[src/rtl/wash_plant_if.sv]
// Actuator/sensor bundle between the wash controller and the plant model.
// The controller is the master and the plant is the slave.
interface wash_plant_if;
  logic       water_in;
  logic       drain;
  logic       wash;
  logic       speed;
  logic       heat_r;
  logic       clr_fault;
  logic       full;
  logic       empty;
  logic       cold;
  logic [7:0] level;
  logic [7:0] temp;
  logic       fault;
  logic [2:0] fault_code;

  modport master (
    output water_in, drain, wash, speed, heat_r, clr_fault,
    input  full, empty, cold, level, temp, fault, fault_code
  );

  modport slave (
    input  water_in, drain, wash, speed, heat_r, clr_fault,
    output full, empty, cold, level, temp, fault, fault_code
  );
endinterface

[src/rtl/wash_plant.sv]
// Behavioural drum/valve/pump/heater model closing the controller loop.
// Define WASH_PLANT_FAULT_EN to compile in sticky protocol-fault checking.
module wash_plant #(
  parameter int LEVEL_MAX    = 200,
  parameter int FILL_DIV     = 250000,
  parameter int DRAIN_DIV    = 125000,
  parameter int HEAT_DIV     = 500000,
  parameter int COOL_DIV     = 2000000,
  parameter int TEMP_AMBIENT = 15,
  parameter int TEMP_WARM    = 40,
  parameter int TEMP_MAX     = 90
) (
  input  logic        clk,
  input  logic        reset,
  wash_plant_if.slave pif
);

  localparam logic [31:0] FILL_TOP  = 32'(FILL_DIV - 1);
  localparam logic [31:0] DRAIN_TOP = 32'(DRAIN_DIV - 1);
  localparam logic [31:0] HEAT_TOP  = 32'(HEAT_DIV - 1);
  localparam logic [31:0] COOL_TOP  = 32'(COOL_DIV - 1);
  localparam logic [7:0]  LMAX      = 8'(LEVEL_MAX);
  localparam logic [7:0]  AMB       = 8'(TEMP_AMBIENT);
  localparam logic [7:0]  WARM      = 8'(TEMP_WARM);
  localparam logic [7:0]  TMAX      = 8'(TEMP_MAX);

  logic [31:0] fill_pre;
  logic [31:0] drain_pre;
  logic [31:0] heat_pre;
  logic [31:0] cool_pre;
  logic [7:0]  level;
  logic [7:0]  temp;

  logic fill_run;
  logic drain_run;
  logic heat_run;
  logic cool_run;
  logic fill_hit;
  logic drain_hit;
  logic heat_hit;
  logic cool_hit;
  logic full;
  logic empty;

  assign full  = (level == LMAX);
  assign empty = (level == 8'd0);

  assign fill_run  = pif.water_in & ~pif.drain;
  assign drain_run = pif.drain & ~pif.water_in;
  assign heat_run  = pif.heat_r & ~empty;
  assign cool_run  = ~heat_run & (temp > AMB);

  assign fill_hit  = fill_run  & (fill_pre  == FILL_TOP);
  assign drain_hit = drain_run & (drain_pre == DRAIN_TOP);
  assign heat_hit  = heat_run  & (heat_pre  == HEAT_TOP);
  assign cool_hit  = cool_run  & (cool_pre  == COOL_TOP);

  always_ff @(posedge clk or posedge reset) begin
    if (reset) begin
      fill_pre  <= '0;
      drain_pre <= '0;
      heat_pre  <= '0;
      cool_pre  <= '0;
      level     <= '0;
      temp      <= AMB;
    end else begin
      fill_pre  <= (!fill_run  || fill_hit)  ? '0 : fill_pre  + 32'd1;
      drain_pre <= (!drain_run || drain_hit) ? '0 : drain_pre + 32'd1;
      heat_pre  <= (!heat_run  || heat_hit)  ? '0 : heat_pre  + 32'd1;
      cool_pre  <= (!cool_run  || cool_hit)  ? '0 : cool_pre  + 32'd1;

      if (fill_hit && level < LMAX)
        level <= level + 8'd1;
      else if (drain_hit && level != 8'd0)
        level <= level - 8'd1;

      // an empty drum always holds fresh water at ambient
      if (empty)
        temp <= AMB;
      else if (heat_hit && temp < TMAX)
        temp <= temp + 8'd1;
      else if (cool_hit)
        temp <= temp - 8'd1;
    end
  end

  assign pif.full  = full;
  assign pif.empty = empty;
  assign pif.cold  = (temp < WARM);
  assign pif.level = level;
  assign pif.temp  = temp;

`ifdef WASH_PLANT_FAULT_EN
  logic       fault;
  logic [2:0] fault_code;
  logic [2:0] code_d;

  // lowest code takes precedence when several fire together
  always_comb begin
    code_d = 3'd0;
    if (pif.water_in && pif.drain)
      code_d = 3'd1;
    else if ((pif.heat_r || pif.wash) && empty)
      code_d = 3'd2;
    else if (pif.speed && !empty)
      code_d = 3'd3;
    else if (fill_hit && full)
      code_d = 3'd4;
  end

  always_ff @(posedge clk or posedge reset) begin
    if (reset) begin
      fault      <= 1'b0;
      fault_code <= 3'd0;
    end else if (pif.clr_fault) begin
      fault      <= 1'b0;
      fault_code <= 3'd0;
    end else if (!fault && code_d != 3'd0) begin
      fault      <= 1'b1;
      fault_code <= code_d;
    end
  end

  assign pif.fault      = fault;
  assign pif.fault_code = fault_code;
`else
  logic unused_fault_inputs;

  assign unused_fault_inputs = &{1'b0, pif.wash, pif.speed, pif.clr_fault};
  assign pif.fault           = 1'b0;
  assign pif.fault_code      = 3'd0;
`endif

endmodule
[src/flat_wrapper.sv]
// flat-port wrapper written by rule: the top's interface ports become plain ports
module wash_plant_flat 
#(
  parameter int LEVEL_MAX    = 200,
  parameter int FILL_DIV     = 250000,
  parameter int DRAIN_DIV    = 125000,
  parameter int HEAT_DIV     = 500000,
  parameter int COOL_DIV     = 2000000,
  parameter int TEMP_AMBIENT = 15,
  parameter int TEMP_WARM    = 40,
  parameter int TEMP_MAX     = 90
)
  (clk, reset, pif_water_in, pif_drain, pif_wash, pif_speed, pif_heat_r, pif_clr_fault, pif_full, pif_empty, pif_cold, pif_level, pif_temp, pif_fault, pif_fault_code);
  wash_plant_if pif_i ();
  input  logic clk;
  input  logic reset;
  input wire logic [$bits(pif_i.water_in)-1:0] pif_water_in;
  input wire logic [$bits(pif_i.drain)-1:0] pif_drain;
  input wire logic [$bits(pif_i.wash)-1:0] pif_wash;
  input wire logic [$bits(pif_i.speed)-1:0] pif_speed;
  input wire logic [$bits(pif_i.heat_r)-1:0] pif_heat_r;
  input wire logic [$bits(pif_i.clr_fault)-1:0] pif_clr_fault;
  output wire logic [$bits(pif_i.full)-1:0] pif_full;
  output wire logic [$bits(pif_i.empty)-1:0] pif_empty;
  output wire logic [$bits(pif_i.cold)-1:0] pif_cold;
  output wire logic [$bits(pif_i.level)-1:0] pif_level;
  output wire logic [$bits(pif_i.temp)-1:0] pif_temp;
  output wire logic [$bits(pif_i.fault)-1:0] pif_fault;
  output wire logic [$bits(pif_i.fault_code)-1:0] pif_fault_code;
  assign pif_i.water_in = pif_water_in;
  assign pif_i.drain = pif_drain;
  assign pif_i.wash = pif_wash;
  assign pif_i.speed = pif_speed;
  assign pif_i.heat_r = pif_heat_r;
  assign pif_i.clr_fault = pif_clr_fault;
  assign pif_full = pif_i.full;
  assign pif_empty = pif_i.empty;
  assign pif_cold = pif_i.cold;
  assign pif_level = pif_i.level;
  assign pif_temp = pif_i.temp;
  assign pif_fault = pif_i.fault;
  assign pif_fault_code = pif_i.fault_code;
  wash_plant #(.LEVEL_MAX(LEVEL_MAX), .FILL_DIV(FILL_DIV), .DRAIN_DIV(DRAIN_DIV), .HEAT_DIV(HEAT_DIV), .COOL_DIV(COOL_DIV), .TEMP_AMBIENT(TEMP_AMBIENT), .TEMP_WARM(TEMP_WARM), .TEMP_MAX(TEMP_MAX)) u_core (.clk(clk), .reset(reset), .pif(pif_i));
endmodule
[config.mk]
export PLATFORM = sky130hd
export DESIGN_NAME = wash_plant_flat
export DESIGN_NICKNAME = d
export VERILOG_FILES = /design/src/rtl/wash_plant_if.sv /design/src/rtl/wash_plant.sv /design/src/flat_wrapper.sv
export SDC_FILE = /design/constraint.sdc
export NUM_CORES = 1
export LEC_CHECK = 0
export CAP_MARGIN = 20
export CORE_MARGIN = 3
export CORE_UTILIZATION = 50
export CTS_CLUSTER_DIAMETER = 80
export CTS_CLUSTER_SIZE = 12
export DETAILED_ROUTE_END_ITERATION = 8
export GPL_ROUTABILITY_DRIVEN = 0
export MAX_ROUTING_LAYER = met4
export PLACE_DENSITY = 0.68
export SLEW_MARGIN = 10
export SYNTH_ARGS = -nofsm -noshare
export SYNTH_HDL_FRONTEND = slang
export SYNTH_SLANG_ARGS = --single-unit
[constraint.sdc]
create_clock -name clk -period 10.88 [get_ports clk]
set_input_delay 1.088 -clock clk [delete_from_list [all_inputs] [get_ports clk]]
set_output_delay 1.088 -clock clk [all_outputs]
set_load 0.1 [all_outputs]
==> metrics.md <==
| Metric | Value |
|---|---|
| Status | finished, final reports clean |
| Setup bufs post-CTS | 0 |
| CTS Buf Count | 17 |
| Share of layout cells above drive strength 1 | 7.60% |
| Clock root buffer | clkbuf_16 |
| Async S/R FF share, synth | 100% |
| Area Overhead vs Synth | 13.9% |
| Final worst path period share | roughly 41% |
| DRC | 0 |
| Clk slew on worst S/H paths | 0.06 ns |
| Global-route wire length before repair | ~26000 um |
| Crit. End Element | output port |
| Drt via density | approximately 5.6 |
| Resize count post-CTS | 0 |
| Count of different cell masters after synthesis | 49 |
| CTS Sinks | 144 |
| MaxCap Viol Count | 0 |
| Worst-case clock buffer depth | 2 |
| Max-slew violations | 0 |
| Clock Skew | around 0.0083 ns |
| Crit path launch type | flop |
| P per Cell Area | 137 nW/um^2 |
| GRT overflow | 0 |
| Synth Cell Area | 7530 sq um |
| Cts hold-fix bufs | 0 |
| TNS Setup | 0 ns |
| Number of flops mapped to enable cells by yosys | 0 |
| Primary FF master, synth | dfrtp_1 |
| Slew @ Worst Pin | a little over 1 ns |
| Vias in the first global route | 5390 |
| M1 wire length | ~7000 um |
| GRT Total Usage | 19.6% |
| Crit path time final | approximately 4.5 ns |
| Pre-antenna DRT Iters | 4 |
| Placed insts | 980 |
| Routed len/inst | 14.8 um |
| Seq/Total Area, Yosys | 47.9% |
| Fmax | between 0.2 and 0.25 GHz |
| Worst vdd ir | about 110 uV |
| Met3 WL | between 500 and 600 um |
| Pin count of the biggest net entering global routing | 80 |
| I/O pin count | 31 |
| CP Data Arrival Time | 3.42 ns |
| Final count of hold timing violations | 0 |
| Port Buffers | 23 |
| Placeable Area | 14600 sq um |
| Die W | around 130 um |
| Worst-path fanout max | 7 |
| Die Height | about 130 um |
| Yosys reg bits | approximately 140 |
| Cell count after synthesis | 790 |
| Final ANT Viol Nets | 0 |
| Worst path required time | approximately 9.8 ns |
| Deepest level of the CTS H-tree | 4 |
| Met2 wire len | 7190 um |
| HPWL after detailed placement | 9950 um |
| Die ar. | 16600 sq um |
| # rows | 44 |
| Synthesis Warnings | 0 |
| Crit path kind | reg -> out |
| Average instance area after synthesis | between 9 and 10 sq um |
| CTS tree | done |
| # diodes | 0 |
| Nets@finish | between 800 and 900 |
| Post-Route WL | 15000 um |
| Leak | 3.47 nW |
| Worst min path class | reg -> reg |
| Vias | 5641 |
| Highest routed layer | met4 |
| Clk_lat worst skew | roughly 0.43 ns |
| Fin cells | around 1.0k |
| RSZ-0062 raised after global routing | false |
| Rel. slew slack | a little under a third |
| Initial Utilization | 51.4% |
| DRT iter0 DRCs | around 280 |
| Reg2reg setup slack | 7.08 ns |
| Initial antenna violation count | 0 |
| Final setup violation count | 0 |
## per-layer routing
metal	vias up	GRT usage, %
met2	75	30.1
met5	-	-
met4	0	5.31
met3	14	6.02
li1	2768	-
met1	2784	25.4
## cells in the final DEF, fill, tap and decap left out, drive strengths merged, types with 21 or more instances in the layout
cell           count
clkbuf            23
xnor2             50
dfrtp            140
nand4             31
xor2              70
and3              21
nand2             54
nand3             53
clkdlybuf4s50     23
nor2             151
## power breakdown
group          total (W)  switching [W]  internal [W]
combinational  0.0000238      0.0000210    0.00000282
clock           0.000616       0.000220      0.000396
sequential      0.000537    0.000000548      0.000537
total            0.00118       0.000242      0.000935
## worst paths after layout
check,cells after the start,start,end
worst max-delay path,4,u_core.pif.level[3],pif_empty
worst min-delay path,1,u_core.drain_pre[0],u_core.drain_pre[0]
worst max register to register,10,u_core.pif.level[3],u_core.pif.temp[7]
worst min register to register,1,u_core.drain_pre[0],u_core.drain_pre[0]
max in group asynchronous,3,reset,u_core.pif.level[3]
min in group asynchronous,2,reset,u_core.cool_pre[10]
## critical path: stages, from the launching register on
cell and delay [ns]:
dfrtp_1 0.42, or3_1 0.42, or4_1 0.70, inv_1 0.26, clkdlybuf4s50_1 1.19
## area by class of cell
cell class / count / area, sq um
well taps: 184 / 230
fillers: 1252 / 6060
clock inverters: 9 / 128
flip-flops and latches: 144 / 3610
repair buffers: 26 / 264
clock buffers: 23 / 508
inverters: 18 / 72.6
multi-input cells: 609 / 3770
## synthesized netlist by cell type (all sizes together) (12+ instances only)
| library cell | count | area share [%] |
|---|---|---|
| nor2 | 151 | 7.5 |
| dfrtp | 140 | 47 |
| xor2 | 70 | 8.1 |
| nand2 | 54 | 2.7 |
| nand3 | 53 | 3.5 |
| xnor2 | 50 | 5.8 |
| nand4 | 31 | 2.6 |
| and3 | 21 | 1.7 |
| nor3 | 20 | 1.3 |
| a21oi | 18 | 1.2 |
| inv | 18 | 0.90 |
| ha | 16 | 2.7 |
| nor4 | 16 | 1.3 |
| clkbuf | 15 | 0.75 |
| o21ai | 15 | 1.1 |
| or3 | 15 | 1.2 |
| mux2 | 12 | 1.8 |
## per-stage QoR
| stage | cell area, sq um | utilization (%) | worst slack (ns) | hold slack [ns] | total power, W |
|---|---|---|---|---|---|
| 5_1_grt | 8580 | 58.6 | 6.26 | 0.484 | 0.00121 |
| 3_5_place_dp | 7930 | 54.1 | 6.39 | 0.451 | 0.000571 |
| 3_3_place_gp | 7920 | 54.1 | 6.48 | 0.448 | 0.000570 |
| 2_1_floorplan | 7540 | - | 5.93 | 0.433 | 0.000566 |
| 4_1_cts | 8560 | 58.5 | 6.35 | 0.460 | 0.00119 |
| 6_report | 8580 | 58.6 | 6.37 | 0.460 | 0.00118 |
## kinds of logic (layout without fill, tap and decap cells)
kind of cell	count (synthesis)	count (layout)	share of synthesized area, %
other	1	4	0.0498
AND/OR/NAND/NOR	403	403	26.3
AO/OA/AOI/OAI	50	50	4.25
buffers and inverters	40	76	2.24
adder cells (fa/ha/maj)	18	18	3.19
XOR/XNOR	120	120	14.0
flip-flops	144	144	47.9
multiplexers	14	14	2.06
## sequential cells by signal, summed over array words and instances (netlist names)
signal / count
u_core.cool_pre: 32
u_core.heat_pre: 32
u_core.fill_pre: 32
u_core.pif.temp: 8
u_core.drain_pre: 32
u_core.pif.level: 8
No activity file was read; power rests on OpenSTA's default activity.
